[config.mk]
export PLATFORM = sky130hd
export DESIGN_NAME = alu_seq
export DESIGN_NICKNAME = d
export VERILOG_FILES = /design/src/rtl/alu_seq.sv
export SDC_FILE = /design/constraint.sdc
export NUM_CORES = 1
export LEC_CHECK = 0
export BUFFER_PORTS_ARGS = -buffer_cell sky130_fd_sc_hd__clkbuf_2
export CAP_MARGIN = 20
export CORE_MARGIN = 2
export CORE_UTILIZATION = 52
export DETAILED_ROUTE_END_ITERATION = 12
export HOLD_SLACK_MARGIN = 0.08
export PLACE_DENSITY = 0.78
export SLEW_MARGIN = 5
export SYNTH_ARGS = -nofsm -noshare
export SYNTH_HDL_FRONTEND = slang
export SYNTH_SLANG_ARGS = --single-unit
[constraint.sdc]
create_clock -name clk -period 2.3 [get_ports clk]
set_input_delay 0.23 -clock clk [delete_from_list [all_inputs] [get_ports clk]]
set_output_delay 0.23 -clock clk [all_outputs]
set_load 0.05 [all_outputs]
[src/rtl/alu_seq.sv]
// Handshaked W-bit ALU with Z/V/N/err status; `define ALU_MUL_EN builds the iterative shift-add MUL (op 111).
// Latency 1 (MUL: W+1); result held until out_ready, in_ready follows out_ready while a result is pending.
module alu_seq #(
  parameter int W = 16
) (
  input  logic         clk,
  input  logic         reset_n,
  input  logic         in_valid,
  output logic         in_ready,
  input  logic [W-1:0] Ain,
  input  logic [W-1:0] Bin,
  input  logic [2:0]   ALUop,
  output logic         out_valid,
  input  logic         out_ready,
  output logic [W-1:0] out,
  output logic         Z,
  output logic         V,
  output logic         N,
  output logic         err
);

  typedef enum logic [1:0] {
    S_IDLE = 2'd0,
    S_EXEC = 2'd1,
    S_DONE = 2'd2
  } state_t;

  localparam logic [2:0] OP_ADD = 3'b000;
  localparam logic [2:0] OP_SUB = 3'b001;
  localparam logic [2:0] OP_AND = 3'b010;
  localparam logic [2:0] OP_NOT = 3'b011;
  localparam logic [2:0] OP_LSL = 3'b100;
  localparam logic [2:0] OP_LSR = 3'b101;
  localparam logic [2:0] OP_ASR = 3'b110;
  localparam logic [2:0] OP_MUL = 3'b111;

  state_t         state_q, state_d;
  logic [W-1:0]   out_q, out_d;
  logic           z_q, z_d;
  logic           v_q, v_d;
  logic           n_q, n_d;
  logic           err_q, err_d;

  logic           accept;
  logic           mul_start;
  logic           mul_last;

  logic [W-1:0]   alu_res;
  logic           alu_v;
  logic           alu_err;

  assign accept = in_valid & in_ready;

  // Single-cycle datapath; op 111 only reaches the result registers when MUL is not built.
  always_comb begin
    alu_res = '0;
    alu_v   = 1'b0;
    alu_err = 1'b0;
    case (ALUop)
      OP_ADD: begin
        alu_res = Ain + Bin;
        alu_v   = (Ain[W-1] == Bin[W-1]) && (alu_res[W-1] != Ain[W-1]);
      end
      OP_SUB: begin
        alu_res = Ain - Bin;
        alu_v   = (Ain[W-1] != Bin[W-1]) && (alu_res[W-1] != Ain[W-1]);
      end
      OP_AND: alu_res = Ain & Bin;
      OP_NOT: alu_res = ~Bin;
      OP_LSL: alu_res = {Bin[W-2:0], 1'b0};
      OP_LSR: alu_res = {1'b0, Bin[W-1:1]};
      OP_ASR: alu_res = {Bin[W-1], Bin[W-1:1]};
      OP_MUL: begin
`ifdef ALU_MUL_EN
        alu_err = 1'b0;
`else
        alu_err = 1'b1;
`endif
      end
      default: alu_res = '0;
    endcase
  end

`ifdef ALU_MUL_EN
  localparam int CNT_W = $clog2(W) + 1;

  logic [2*W-1:0] mcand_q, mcand_d;
  logic [2*W-1:0] acc_q, acc_d;
  logic [W-1:0]   mplier_q, mplier_d;
  logic [CNT_W-1:0] cnt_q, cnt_d;

  assign mul_start = accept && (ALUop == OP_MUL);
  assign mul_last  = (state_q == S_EXEC) && (cnt_q == CNT_W'(W - 1));

  // Operands are captured at accept; EXEC consumes one multiplier bit per cycle.
  always_comb begin
    mcand_d  = mcand_q;
    mplier_d = mplier_q;
    acc_d    = acc_q;
    cnt_d    = cnt_q;
    if (mul_start) begin
      mcand_d  = {{W{1'b0}}, Ain};
      mplier_d = Bin;
      acc_d    = '0;
      cnt_d    = '0;
    end else if (state_q == S_EXEC) begin
      acc_d    = acc_q + (mplier_q[0] ? mcand_q : '0);
      mcand_d  = {mcand_q[2*W-2:0], 1'b0};
      mplier_d = {1'b0, mplier_q[W-1:1]};
      cnt_d    = cnt_q + CNT_W'(1);
    end
  end

  always_ff @(posedge clk) begin
    if (!reset_n) begin
      mcand_q  <= '0;
      mplier_q <= '0;
      acc_q    <= '0;
      cnt_q    <= '0;
    end else begin
      mcand_q  <= mcand_d;
      mplier_q <= mplier_d;
      acc_q    <= acc_d;
      cnt_q    <= cnt_d;
    end
  end
`else
  assign mul_start = 1'b0;
  assign mul_last  = 1'b0;
`endif

  always_ff @(posedge clk) begin
    if (!reset_n) begin
      state_q <= S_IDLE;
    end else begin
      state_q <= state_d;
    end
  end

  always_comb begin
    state_d = state_q;
    case (state_q)
      S_IDLE: begin
        if (accept) begin
          state_d = mul_start ? S_EXEC : S_DONE;
        end
      end
      S_EXEC: begin
        if (mul_last) begin
          state_d = S_DONE;
        end
      end
      S_DONE: begin
        if (accept) begin
          state_d = mul_start ? S_EXEC : S_DONE;
        end else if (out_ready) begin
          state_d = S_IDLE;
        end
      end
      default: state_d = S_IDLE;
    endcase
  end

  always_comb begin
    in_ready  = 1'b0;
    out_valid = 1'b0;
    case (state_q)
      S_IDLE: in_ready = reset_n;
      S_EXEC: in_ready = 1'b0;
      S_DONE: begin
        in_ready  = reset_n & out_ready;
        out_valid = 1'b1;
      end
      default: in_ready = 1'b0;
    endcase
  end

  // Result/flags change only on a single-cycle accept or the final MUL step; otherwise they hold.
  always_comb begin
    out_d = out_q;
    z_d   = z_q;
    v_d   = v_q;
    n_d   = n_q;
    err_d = err_q;
    if (accept && !mul_start) begin
      out_d = alu_res;
      z_d   = (alu_res == '0);
      n_d   = alu_res[W-1];
      v_d   = alu_v;
      err_d = alu_err;
    end
`ifdef ALU_MUL_EN
    else if (mul_last) begin
      out_d = acc_d[W-1:0];
      z_d   = (acc_d[W-1:0] == '0);
      n_d   = acc_d[W-1];
      v_d   = |acc_d[2*W-1:W];
      err_d = 1'b0;
    end
`endif
  end

  always_ff @(posedge clk) begin
    if (!reset_n) begin
      out_q <= '0;
      z_q   <= 1'b0;
      v_q   <= 1'b0;
      n_q   <= 1'b0;
      err_q <= 1'b0;
    end else begin
      out_q <= out_d;
      z_q   <= z_d;
      v_q   <= v_d;
      n_q   <= n_d;
      err_q <= err_d;
    end
  end

  assign out = out_q;
  assign Z   = z_q;
  assign V   = v_q;
  assign N   = n_q;
  assign err = err_q;

endmodule

* After elaboration in Yosys (flattened, before gate mapping) *
Index checks and enable logic that the tools add are counted.

storage, ports and cells
  logic and storage cells = 43
  flip-flop bits (word level) = 22
  input port bits = 39
  output and inout bits = 22

cells by class
  bitwise logic cells = 5
  mux-type cells = 9
  eq/ne operators = 15
  $add $sub $neg = 2
  reduce and logical (&&, ||, !) cells = 6

operators by type and width
  kind                                                             number
  16-bit case mux with 7 select lines                              1
  16-bit adder                                                     1
  16-bit bitwise AND                                               1
  16-bit logical NOT                                               1
  16-bit inverter                                                  1
  16-bit subtractor                                                1
  3-bit == test, second input constant                             4
  3-bit by 2-bit == test with 1-bit output, second input constant  2
  2-bit 2-to-1 mux                                                 3
  2-bit case mux with 3 select lines                               1
  1-bit case mux with 2 select lines                               2
  3-bit by 1-bit == test with 1-bit output, second input constant  1
  3-bit logical NOT                                                1
  1-bit != test                                                    3
  3-bit != test, second input constant                             1
  3-bit AND reduction                                              1
  1-bit bitwise AND                                                2
  2-bit by 1-bit == test with 1-bit output, second input constant  1
  2-bit == test, second input constant                             1
  1-bit logical AND                                                2
  2-bit logical NOT                                                1
  1-bit 2-to-1 mux                                                 2
  2-bit != test, second input constant                             1
  1-bit == test                                                    1
  1-bit inverter                                                   1

* Logic depth before layout (Yosys ltp) *
  word-level depth = 5
  gate-level depth with buffers = 12
  mapped depth without buffers = 12

* Worst setup path before layout *
No wires, ideal clock.

  path type = input port to flip-flop
  start = input Ain[0]
  end = register z_q (netlist: Z)
  path slack = -0.185 ns
  cell stages on the path = 12
  path buffers = 0
  arrival time = 2.426 ns
  required time = 2.241 ns
  setup time = 0.059 ns
  cells stage by stage = ha_1 > inv_1 > fa_1 > or2_4 > a211oi_1 > o41ai_2 > o21ai_2 > a2111oi_0 > nor4_1 > nor2_1 > nor4_1 > a31o_1

between the ends
  word-level cells in the longest chain between the ends = 3
  elaborated cells on any way between the ends = 5
  classes of those cells = add/sub: 2; mux: 1; bitwise: 1; reduce/logical: 1

RTL lines
  element                                          line  text
  from (decl)                                      10    input logic [W-1:0] Ain,
  16-bit subtractor, or another cell as far along  65    alu_res = Ain - Bin;
  16-bit case mux with 7 select lines *            59    case (ALUop)
  16-bit logical NOT *                             187   z_d = (alu_res == '0);
  to (signal assigned)                             212   z_q <= z_d;
  to (decl)                                        39    logic z_q, z_d;

Mark *: on every way between the ends. The rest lies on a longest branch, timed or not.
A chain may end at the register's enable or synchronous reset.

* Worst setup path in the final report *
  start = input Bin[0]
  end = register z_q (netlist: Z)

between the ends
  word-level cells in the longest chain between the ends = 3
  elaborated cells on any way between the ends = 6
  classes of those cells = add/sub: 2; mux: 1; bitwise: 2; reduce/logical: 1

RTL lines
  element                                          line  text
  from (decl)                                      11    input logic [W-1:0] Bin,
  16-bit subtractor, or another cell as far along  65
  16-bit case mux with 7 select lines *            59
  16-bit logical NOT *                             187

Marked as above.

==> metrics.yaml <==
outcome:
  status: "finished, violations left"
  violations: "negative setup slack"
setup_path:
  worstPathRequired_ps: 2500
  critPathMaxFanout: 4
  crit_arrival_ps: 2650
  start_kind: "input port"
  worstSetupPathType: "in2reg"
  end_kind: "register"
route:
  drc: 0
  wire_per_inst_um: 18.5
  drtIter0Drc: 411
  dr.pass1.iters: 5
  drtAntennaViolNets: 0
  wl_mm: 13.0
  vias_per_cell: 6.40
  vias: 4504
power_and_ir_drop:
  vdd_drop_max_mv: 0.498
  leakagePower_uw: 0.00234
  p_per_area_mw_per_mm2: 382
placement:
  routabilityCongestion: 1.00
  placed_area_mm2: 0.00457
  dp.final_hpwl_mm: 9.91
  io_buffer_count: 60
grt:
  grt-ovfl-total: 0
  antenna_found_initial: 0
  grt_pass1_vias: 4173
  grt_max_degree: 31
  track_usage_pct: 34.1
  grt_first_pass_wirelength_mm: 20.0
finish:
  multi_input_area_mm2: 0.00300
  regArea_um2: 400
  n_fill_cell: 423
  diodes: 0
  syn_to_final_growth_pct: 51.8
  drive_gt1_share_pct: 45.6
  mostFrequentLayoutCell: "buf_4"
  fin_area_mm2: 0.00509
  fin_nets: 701
  layout_common_cells: "buf_4, clkbuf_2, nand2_1"
floorplan:
  num_io_pins: 61
  rows: 29
  dieWidth_um: 84.3
  dieArea_mm2: 0.00711
  die_h_um: 84.3
  start_util_pct: 53.5
  core_region_area_mm2: 0.00628
timing:
  timing.hold.ws_ps: 226
  max_slew_margin_pct: 52.6
  setup_ws_ps: -146
  report.final.slew_viol_count: 0
  max_freq_mhz: 409
  rsz0062_at_grt: "true"
  setup_viol: 2
  finClkSkew_ps: 1.56
  fin_crit_sh_pct: 106
  fin_crit_ps: 2450
  worst_pin_slew_ps: 709
  final_hold_viol_count: 0
logic_synthesis:
  synthDistinctLibCells: 82
  synth_nets: 532
  postSynthAreaPerCell_um2: 7.30
  async_reset_ff_share_pct: 0
  synth_cells: 460
  synth-seq-cells: 20
  syn_area_mm2: 0.00336
  synth_area_leaders: "dfxtp_1, ha_1, nand2_1"
  synth.yosys.seq_area_share_pct: 11.9
  synth_edf_count: 0
  synth_area_leader_cell: "dfxtp_1"
  synth_warnings: 0
  synth_top_area_share_pct: 11.9
  yosys_most_used_dff: "dfxtp_1"
cts:
  insertion_delay_ps: 260
  cts_buffer_depth: 2
  cts_root_buf: "clkbuf_8"
  cts_made_buffers: 3
  cts_tree: "built"
  cts.sinks: 20
  path_clk_slew_ps: 70
  cts_htree_levels: 1
job:
  drv_cap: 0
hold_path:
  hold_class: "in2reg"
## cell type report
cell class,instances,area share (%)
sequential,20,7.86
clock buffer,3,0.811
timing repair buffer,196,27.8
multi-input combinational,374,59.0
inverter,34,2.65
tap,77,1.89
## metrics by stage
step | setup TNS (ps) | utilization (%) | power (uW) | cells | setup WS, ps
after CTS | -286 | 75.9 | 1800 | 695 | -208
final | -195 | 81.1 | 1950 | 704 | -146
after floorplan | -24.5 | - | 1080 | 460 | -24.5
after detailed placement | -3080 | 72.8 | 1540 | 688 | -638
after global routing | -409 | 81.1 | 2040 | 704 | -202
after global placement | -2640 | 72.8 | 1510 | 688 | -474
## Yosys cell counts, types with 6 or more instances
cell type	n
ha_1	31
o21ai_0	22
nor3_1	12
clkbuf_1	11
a31oi_1	7
inv_1	32
nor2b_1	10
and3_1	7
o21a_1	6
nand2_1	42
nor2_1	32
buf_2	11
buf_4	7
nand4_1	7
o21ai_1	10
a211oi_1	8
nand3_1	22
mux2i_1	8
a21oi_1	27
dfxtp_1	20
## layer usage
layer | global-route usage (%) | part of all wire, % | routed length [um] | vias to the layer above
li1 | - | - | - | 2054
met1 | 44.7 | 40 | 5230 | 2084
met4 | 14.0 | 2.9 | 383 | 0
met5 | 0 | 0 | 0 | -
met2 | 56.3 | 47 | 6150 | 311
met3 | 5.01 | 9.9 | 1290 | 55
## registers in the layout, indices dropped and copies added (netlist names)
| signal | cells |
|---|---|
| state_q | 1 |
| V | 1 |
| Z | 1 |
| err | 1 |
| out | 16 |
## power by group
part           total (uW)  switching (uW)  internal, uW  leakage [uW]
sequential            392            15.4           377      0.000164
combinational        1330             745           588       0.00215
clock                 223             107           117     0.0000216
## repair_timing
action / 4_1_cts / 5_1_grt
buffers inserted: 6 / 10
hold buffers: 0 / 0
pin swaps: 18 / 31
endpoints found under the setup margin: 6 / 9
gates resized for setup: 25 / 53
gates cloned: 0 / 0
## path summary, 6_finish.rpt
kind	start	end	slack (ps)	cells past startpoint
worst max register to register	state_q[1]	Z	640	7
worst min-delay path	in_valid	state_q[1]	230	3
worst max-delay path	Bin[0]	Z	-150	14
worst min register to register	out[5]	out[5]	460	2
## cell families (layout without fill, tap and decap cells)
logic type,Yosys count,after routing,synth area share (%)
mux,12,12,3.73
simple gates,163,163,24.8
compound gates,161,161,36.0
xor+xnor,5,5,1.53
buf+inv,66,233,9.25
flops,20,20,11.9
fa+ha+maj,33,33,12.8
## critical path, cell delays in order
cell and delay (ps):
buf_8 90, ha_4 120, inv_2 30, fa_2 340
or2_4 270, a211oi_4 260, o41ai_4 120, o21ai_4 260
buf_12 140, a2111oi_4 60, nor4_2 180, nor2_2 80
nor4_2 290, a31o_1 170
Power figures use the tool's default switching activity.
